File: config.mk
export PLATFORM = sky130hd
export DESIGN_NAME = tick_timer
export DESIGN_NICKNAME = d
export VERILOG_FILES = /design/src/rtl/tick_timer_pkg.sv /design/src/rtl/tick_timer_wrap_counter.sv /design/src/rtl/tick_timer.sv
export SDC_FILE = /design/constraint.sdc
export NUM_CORES = 1
export LEC_CHECK = 0
export ABC_AREA = 0
export CAP_MARGIN = 20
export CORE_ASPECT_RATIO = 0.9
export CORE_UTILIZATION = 58
export CTS_CLUSTER_SIZE = 24
export DETAILED_ROUTE_END_ITERATION = 8
export PLACE_DENSITY = 0.92
export SYNTH_ARGS = -nofsm -noshare
export SYNTH_HDL_FRONTEND = slang
export SYNTH_HIERARCHICAL = 1
export SYNTH_SLANG_ARGS = --single-unit
File: constraint.sdc
create_clock -name clk -period 6.2 [get_ports clk]
set_input_delay 1.86 -clock clk [delete_from_list [all_inputs] [get_ports clk]]
set_output_delay 1.86 -clock clk [all_outputs]
set_load 0.02 [all_outputs]
File: src/rtl/tick_timer_pkg.sv
// Shared constants and state type for the stopwatch tick timer.
package tick_timer_pkg;

  localparam logic [1:0] STATE_IDLE = 2'd0;
  localparam logic [1:0] STATE_RUN  = 2'd1;
  localparam logic [1:0] STATE_DONE = 2'd2;

  // 1 ms at 100 MHz; the stopwatch top uses the same constant.
  localparam int TT_DEFAULT_PERIOD = 100000;

  typedef enum logic [1:0] {
    ST_IDLE = STATE_IDLE,
    ST_RUN  = STATE_RUN,
    ST_DONE = STATE_DONE
  } tt_state_e;

endpackage

File: src/rtl/tick_timer_wrap_counter.sv
// Free-running incrementer with enable, synchronous clear and a sticky
// flag that records any wrap from all-ones back to zero.
module wrap_counter #(
  parameter int WIDTH = 16
) (
  input  logic             clk,
  input  logic             rst,
  input  logic             clear,
  input  logic             en,
  output logic [WIDTH-1:0] count,
  output logic             wrapped
);

  // Count enabled events; clear and reset both zero the count and the flag.
  always_ff @(posedge clk) begin
    if (rst || clear) begin
      count   <= '0;
      wrapped <= 1'b0;
    end else if (en) begin
      count <= count + WIDTH'(1);
      if (&count) begin
        wrapped <= 1'b1;
      end
    end
  end

endmodule

File: src/rtl/tick_timer.sv
// Programmable tick generator: divides clk by a loadable period, with
// start/stop/clear control, one-shot mode and a wrapping tick counter.
module tick_timer
  import tick_timer_pkg::*;
#(
  parameter int CNT_WIDTH      = 32,
  parameter int DEFAULT_PERIOD = TT_DEFAULT_PERIOD,
  parameter int TCNT_WIDTH     = 16
) (
  input  logic                  clk,
  input  logic                  rst,
  input  logic                  start,
  input  logic                  stop,
  input  logic                  clear,
  input  logic                  oneshot,
  input  logic                  period_load,
  input  logic [CNT_WIDTH-1:0]  period_in,
  output logic                  tick,
  output logic                  running,
  output logic                  done,
  output logic [TCNT_WIDTH-1:0] tick_count,
  output logic                  overflow
);

  localparam logic [CNT_WIDTH-1:0] RST_PERIOD = CNT_WIDTH'(DEFAULT_PERIOD);
  localparam logic [CNT_WIDTH-1:0] ONE        = CNT_WIDTH'(1);

  tt_state_e            state_q, state_d;
  logic [CNT_WIDTH-1:0] count_q, count_d;
  logic [CNT_WIDTH-1:0] active_q, active_d;
  logic [CNT_WIDTH-1:0] shadow_q, shadow_d;
  logic                 mode_q, mode_d;
  logic                 tick_d;
  logic                 wrap_evt;

  // State, prescale count, period registers and the registered tick pulse.
  always_ff @(posedge clk) begin
    if (rst) begin
      state_q  <= ST_IDLE;
      count_q  <= '0;
      active_q <= RST_PERIOD;
      shadow_q <= RST_PERIOD;
      mode_q   <= 1'b0;
      tick     <= 1'b0;
    end else begin
      state_q  <= state_d;
      count_q  <= count_d;
      active_q <= active_d;
      shadow_q <= shadow_d;
      mode_q   <= mode_d;
      tick     <= tick_d;
    end
  end

  // Next-state logic: clear beats stop beats start; counting continues on
  // the stop edge so a stop coinciding with a wrap still ticks.
  always_comb begin
    state_d  = state_q;
    count_d  = count_q;
    active_d = active_q;
    mode_d   = mode_q;
    tick_d   = 1'b0;
    wrap_evt = 1'b0;
    shadow_d = shadow_q;

    if (period_load) begin
      shadow_d = (period_in == '0) ? ONE : period_in;
    end

    // Outside RUN there is no period in flight, so a new period applies at once.
    if (state_q != ST_RUN) begin
      active_d = shadow_d;
    end

    if (clear) begin
      count_d = '0;
      if (state_q == ST_DONE) begin
        state_d = ST_IDLE;
      end
    end else begin
      case (state_q)
        ST_IDLE: begin
          if (start && !stop) begin
            state_d = ST_RUN;
            mode_d  = oneshot;
          end
        end
        ST_RUN: begin
          if (count_q >= active_q - ONE) begin
            count_d  = '0;
            tick_d   = 1'b1;
            wrap_evt = 1'b1;
            active_d = shadow_d;
            if (mode_q) begin
              state_d = ST_DONE;
            end else if (stop) begin
              state_d = ST_IDLE;
            end
          end else begin
            count_d = count_q + ONE;
            if (stop) begin
              state_d = ST_IDLE;
            end
          end
        end
        ST_DONE: begin
          if (start) begin
            state_d = ST_RUN;
            count_d = '0;
            mode_d  = oneshot;
          end
        end
        default: begin
          state_d = ST_IDLE;
          count_d = '0;
        end
      endcase
    end
  end

  assign running = (state_q == ST_RUN);
  assign done    = (state_q == ST_DONE);

  wrap_counter #(
    .WIDTH(TCNT_WIDTH)
  ) u_tick_counter (
    .clk     (clk),
    .rst     (rst),
    .clear   (clear),
    .en      (wrap_evt),
    .count   (tick_count),
    .wrapped (overflow)
  );

endmodule

==> run_summary.xml <==
<?xml version="1.0" encoding="UTF-8"?>
<metrics>
  <group name="synth">
    <metric name="synth_compound_gate_area_share" unit="%">13.7</metric>
    <metric name="synthFlopType" unit="">sky130_fd_sc_hd__dfxtp_1</metric>
    <metric name="synth_top_cell_area_share" unit="%">38.4</metric>
    <metric name="synth_top_family_by_area" unit="">simple AND/OR/NAND/NOR gates</metric>
    <metric name="synth.ff_latch_count" unit="">117</metric>
    <metric name="ys_types" unit="">62</metric>
    <metric name="synth.area.top_cells" unit="">sky130_fd_sc_hd__dfxtp_1, sky130_fd_sc_hd__ha_1, sky130_fd_sc_hd__nor2_1</metric>
    <metric name="synth_warnings" unit="">6</metric>
    <metric name="synthArstFlopShare" unit="%">0</metric>
    <metric name="synth_seq_area_share" unit="%">38.4</metric>
    <metric name="synthXorXnorAreaFrac" unit="%">8.03</metric>
    <metric name="mappedNetlistNets" unit="">747</metric>
    <metric name="synthTopCellsByCount" unit="">sky130_fd_sc_hd__dfxtp_1, sky130_fd_sc_hd__nor2_1, sky130_fd_sc_hd__nand2_1</metric>
    <metric name="synth_enable_flop_cells" unit="">0</metric>
    <metric name="netlist_area" unit="um2">6110</metric>
    <metric name="muxShareOfSynthArea" unit="%">5.45</metric>
    <metric name="synth_simple_gate_area_share" unit="%">23.7</metric>
    <metric name="synth_area_per_cell" unit="um2">9.07</metric>
    <metric name="synthesis.instances" unit="">673</metric>
    <metric name="yosysMostFrequentCell" unit="">sky130_fd_sc_hd__dfxtp_1</metric>
    <metric name="synth_top_area_cell" unit="">sky130_fd_sc_hd__dfxtp_1</metric>
    <metric name="synthAdderAreaFrac" unit="%">7.17</metric>
  </group>
  <group name="clock_tree">
    <metric name="post_cts_setup_buffers" unit="">0</metric>
    <metric name="postCtsResizedCells" unit="">0</metric>
    <metric name="cts_htree_levels" unit="">4</metric>
    <metric name="clock_insertion_delay_at_the_later_pin_of_the_skew_report" unit="ns">0.43</metric>
    <metric name="max-clock-path-buffers" unit="">2</metric>
    <metric name="clkSlewWorstSetupHoldPaths" unit="ns">0.06</metric>
    <metric name="cts.root.buffer_cell" unit="">sky130_fd_sc_hd__clkbuf_16</metric>
    <metric name="cts_tree" unit="">built</metric>
    <metric name="numCtsBuffers" unit="">17</metric>
    <metric name="cts_hold_buffers" unit="">0</metric>
    <metric name="cts_num_sinks" unit="">117</metric>
  </group>
  <group name="die">
    <metric name="floorplan.die.width" unit="um">110</metric>
    <metric name="core_region_area" unit="um2">10200</metric>
    <metric name="die_h" unit="um">99.3</metric>
    <metric name="initial_utilization" unit="%">59.6</metric>
    <metric name="dieArea" unit="um2">10900</metric>
    <metric name="design.portCount" unit="">59</metric>
    <metric name="core.rowCount" unit="">35</metric>
  </group>
  <group name="min_path">
    <metric name="min_path_type" unit="">reg -&gt; reg</metric>
  </group>
  <group name="worst_setup_path">
    <metric name="startpoint_type" unit="">register</metric>
    <metric name="crit_fanout" unit="">12</metric>
    <metric name="crit_path_kind" unit="">reg -&gt; reg</metric>
    <metric name="worst_setup_path_end_kind" unit="">register</metric>
    <metric name="cp-endpoint" unit="">u_tick_counter/count[15]</metric>
    <metric name="cp_data_arrival_time" unit="ns">5.90</metric>
    <metric name="ff_to_ff_path_depth" unit="">16</metric>
    <metric name="reg2reg_start" unit="">active_q[4]</metric>
    <metric name="ff2ff_setup_slack" unit="ns">0.61</metric>
    <metric name="worstSetupStartpoint" unit="">active_q[4]</metric>
    <metric name="regToRegEndpoint" unit="">u_tick_counter/count[15]</metric>
    <metric name="critical_path_required" unit="ns">6.51</metric>
  </group>
  <group name="run_status">
    <metric name="run_status" unit="">finished, final reports clean</metric>
  </group>
  <group name="detailed_routing">
    <metric name="drcViolationCount" unit="">0</metric>
    <metric name="detail_route.first_pass.iterations" unit="">5</metric>
    <metric name="route.final.wire_length" unit="um">16700</metric>
    <metric name="drt.antenna.violating_nets" unit="">0</metric>
    <metric name="via_per_inst" unit="">6.46</metric>
    <metric name="via_count" unit="">5633</metric>
    <metric name="detail_route.wl_per_cell" unit="um">19.2</metric>
    <metric name="drt_first_iter_violations" unit="">533</metric>
  </group>
  <group name="cells_and_area">
    <metric name="antenna-diode-count" unit="">0</metric>
    <metric name="design.final.nets" unit="">804</metric>
    <metric name="num-fill-cells" unit="">699</metric>
    <metric name="finish.instance_area" unit="um2">7350</metric>
    <metric name="share_of_cells_above_drive_strength_1" unit="%">8.21</metric>
    <metric name="sequential_cell_area" unit="um2">2340</metric>
    <metric name="multi_input_area" unit="um2">3550</metric>
    <metric name="syn_to_final_growth" unit="%">20.4</metric>
  </group>
  <group name="timing">
    <metric name="grt_setup_unrepaired" unit="">false</metric>
    <metric name="final.setup_skew" unit="ns">0.0107</metric>
    <metric name="timing.slew.headroom" unit="%">26.7</metric>
    <metric name="setup_tns" unit="ns">0</metric>
    <metric name="layout_min_cycle_time" unit="ns">5.59</metric>
    <metric name="final.period_utilization" unit="%">90.2</metric>
    <metric name="drv_slew" unit="">0</metric>
    <metric name="achievable-frequency" unit="MHz">179</metric>
    <metric name="timing_hold_violations_final" unit="">0</metric>
    <metric name="final_setup_fails" unit="">0</metric>
    <metric name="tightest_slew" unit="ns">1.09</metric>
  </group>
  <group name="run">
    <metric name="maxCapViolations" unit="">0</metric>
  </group>
  <group name="global_route">
    <metric name="gr-usage-all-layers" unit="%">31.3</metric>
    <metric name="grt_overflow_total" unit="">0</metric>
    <metric name="global_route_wire_length_before_repair" unit="um">26300</metric>
    <metric name="antenna_violations_before_repair" unit="">0</metric>
    <metric name="pin_count_of_the_biggest_net_entering_global_routing" unit="">48</metric>
    <metric name="grt_pass1_vias" unit="">5437</metric>
  </group>
  <group name="power">
    <metric name="leakage" unit="uW">0.00284</metric>
    <metric name="power.density" unit="nW/um2">265</metric>
    <metric name="maximum_ir_drop_on_the_vdd_rail" unit="mV">0.245</metric>
  </group>
  <group name="placement">
    <metric name="port_buffers" unit="">58</metric>
    <metric name="place_congestion" unit="">0.894</metric>
    <metric name="post_dp_cell_area" unit="um2">6740</metric>
    <metric name="detailed_place_hpwl" unit="um">11200</metric>
  </group>
</metrics>
## per-stage QoR
| step | setup slack [ns] | total power, uW | std cells | utilization (%) | hold slack, ns |
|---|---|---|---|---|---|
| floorplan | 1.91 | 923 | 673 | - | 0.453 |
| global placement | 0.790 | 974 | 836 | 65.6 | 0.471 |
| detailed placement | 0.449 | 986 | 837 | 65.7 | 0.479 |
| CTS | 0.347 | 1950 | 869 | 71.4 | 0.499 |
| global route | 0.158 | 2000 | 872 | 71.8 | 0.525 |
| finish | 0.609 | 1950 | 872 | 71.8 | 0.507 |
## placed cells by master (no fill, tap or decap), drive strengths merged, types with 3 or more instances in the layout
master,n
nand4,28
nor4,25
a32o,17
nor2b,7
a211oi,6
o22ai,9
clkdlybuf4s50,57
a32oi,6
inv,26
clkinvlp,4
clkinv,5
xnor2,26
buf,5
and2,3
or3,15
nor3,23
and4,3
or4,5
a21o,4
a211o,8
nor2,84
o21ai,12
ha,35
xor2,30
and3,7
mux2i,31
clkbuf,19
nand3,19
a21oi,26
a31oi,4
nand2,51
dfxtp,117
## how the worst min path moves through the flow
stage,startpoint,endpoint,depth (start not counted)
global route,active_q[22],active_q[22],2
global placement,u_tick_counter/wrapped,u_tick_counter/wrapped,1
detailed placement,u_tick_counter/wrapped,u_tick_counter/wrapped,1
CTS,u_tick_counter/wrapped,u_tick_counter/wrapped,1
floorplan,mode_q,state_q[0],1
finish,active_q[22],active_q[22],2
## where the power goes
part | leakage, uW | switching, uW | internal, uW
Sequential | 0.000956 | 24.3 | 781
Clock | 0.000273 | 375 | 594
Combinational | 0.00161 | 97.6 | 78.6
## critical path, stage by stage (launching register included)
cell	delay, ns
sky130_fd_sc_hd__dfxtp_1	0.36
sky130_fd_sc_hd__nor4_4	0.53
sky130_fd_sc_hd__nand4_1	0.31
sky130_fd_sc_hd__nor2_1	0.28
sky130_fd_sc_hd__nand2_1	0.22
sky130_fd_sc_hd__nor4_1	0.27
sky130_fd_sc_hd__xnor2_1	0.11
sky130_fd_sc_hd__ha_1	0.30
sky130_fd_sc_hd__nand4_1	0.15
sky130_fd_sc_hd__nor4_1	0.40
sky130_fd_sc_hd__nand2_1	0.17
sky130_fd_sc_hd__a31oi_2	0.58
sky130_fd_sc_hd__o21ai_2	0.19
sky130_fd_sc_hd__nor2_1	0.55
sky130_fd_sc_hd__nand4_4	0.30
sky130_fd_sc_hd__nor4_4	0.37
sky130_fd_sc_hd__mux2_2	0.36
## cells by family after synthesis
kind of cell	count (synthesis)
flip-flops	117
AO/OA/AOI/OAI	109
buffers and inverters	48
XOR/XNOR	56
multiplexers	33
AND/OR/NAND/NOR	275
adder cells (fa/ha/maj)	35
## area by class of cell
| type | count | share of cell area, % |
|---|---|---|
| multi-input cells | 508 | 48.3 |
| clock inverters | 14 | 2.08 |
| flip-flops and latches | 117 | 31.9 |
| well taps | 129 | 2.20 |
| clock buffers | 18 | 5.84 |
| repair buffers | 63 | 8.61 |
| inverters | 23 | 1.17 |
## flip-flops by register name, indices dropped and copies added, names as in the netlist
name and count:
u_tick_counter/wrapped 1, state_q 2, u_tick_counter/count 16, count_q 32
tick 1, mode_q 1, active_q 32, shadow_q 32
## routing by layer
metal	track usage, %	share of wire (%)
met5	0	0
met3	7.34	7.2
met2	53.2	50
met4	15.3	3.1
met1	36.8	40
(Power assumes the default switching activity.)
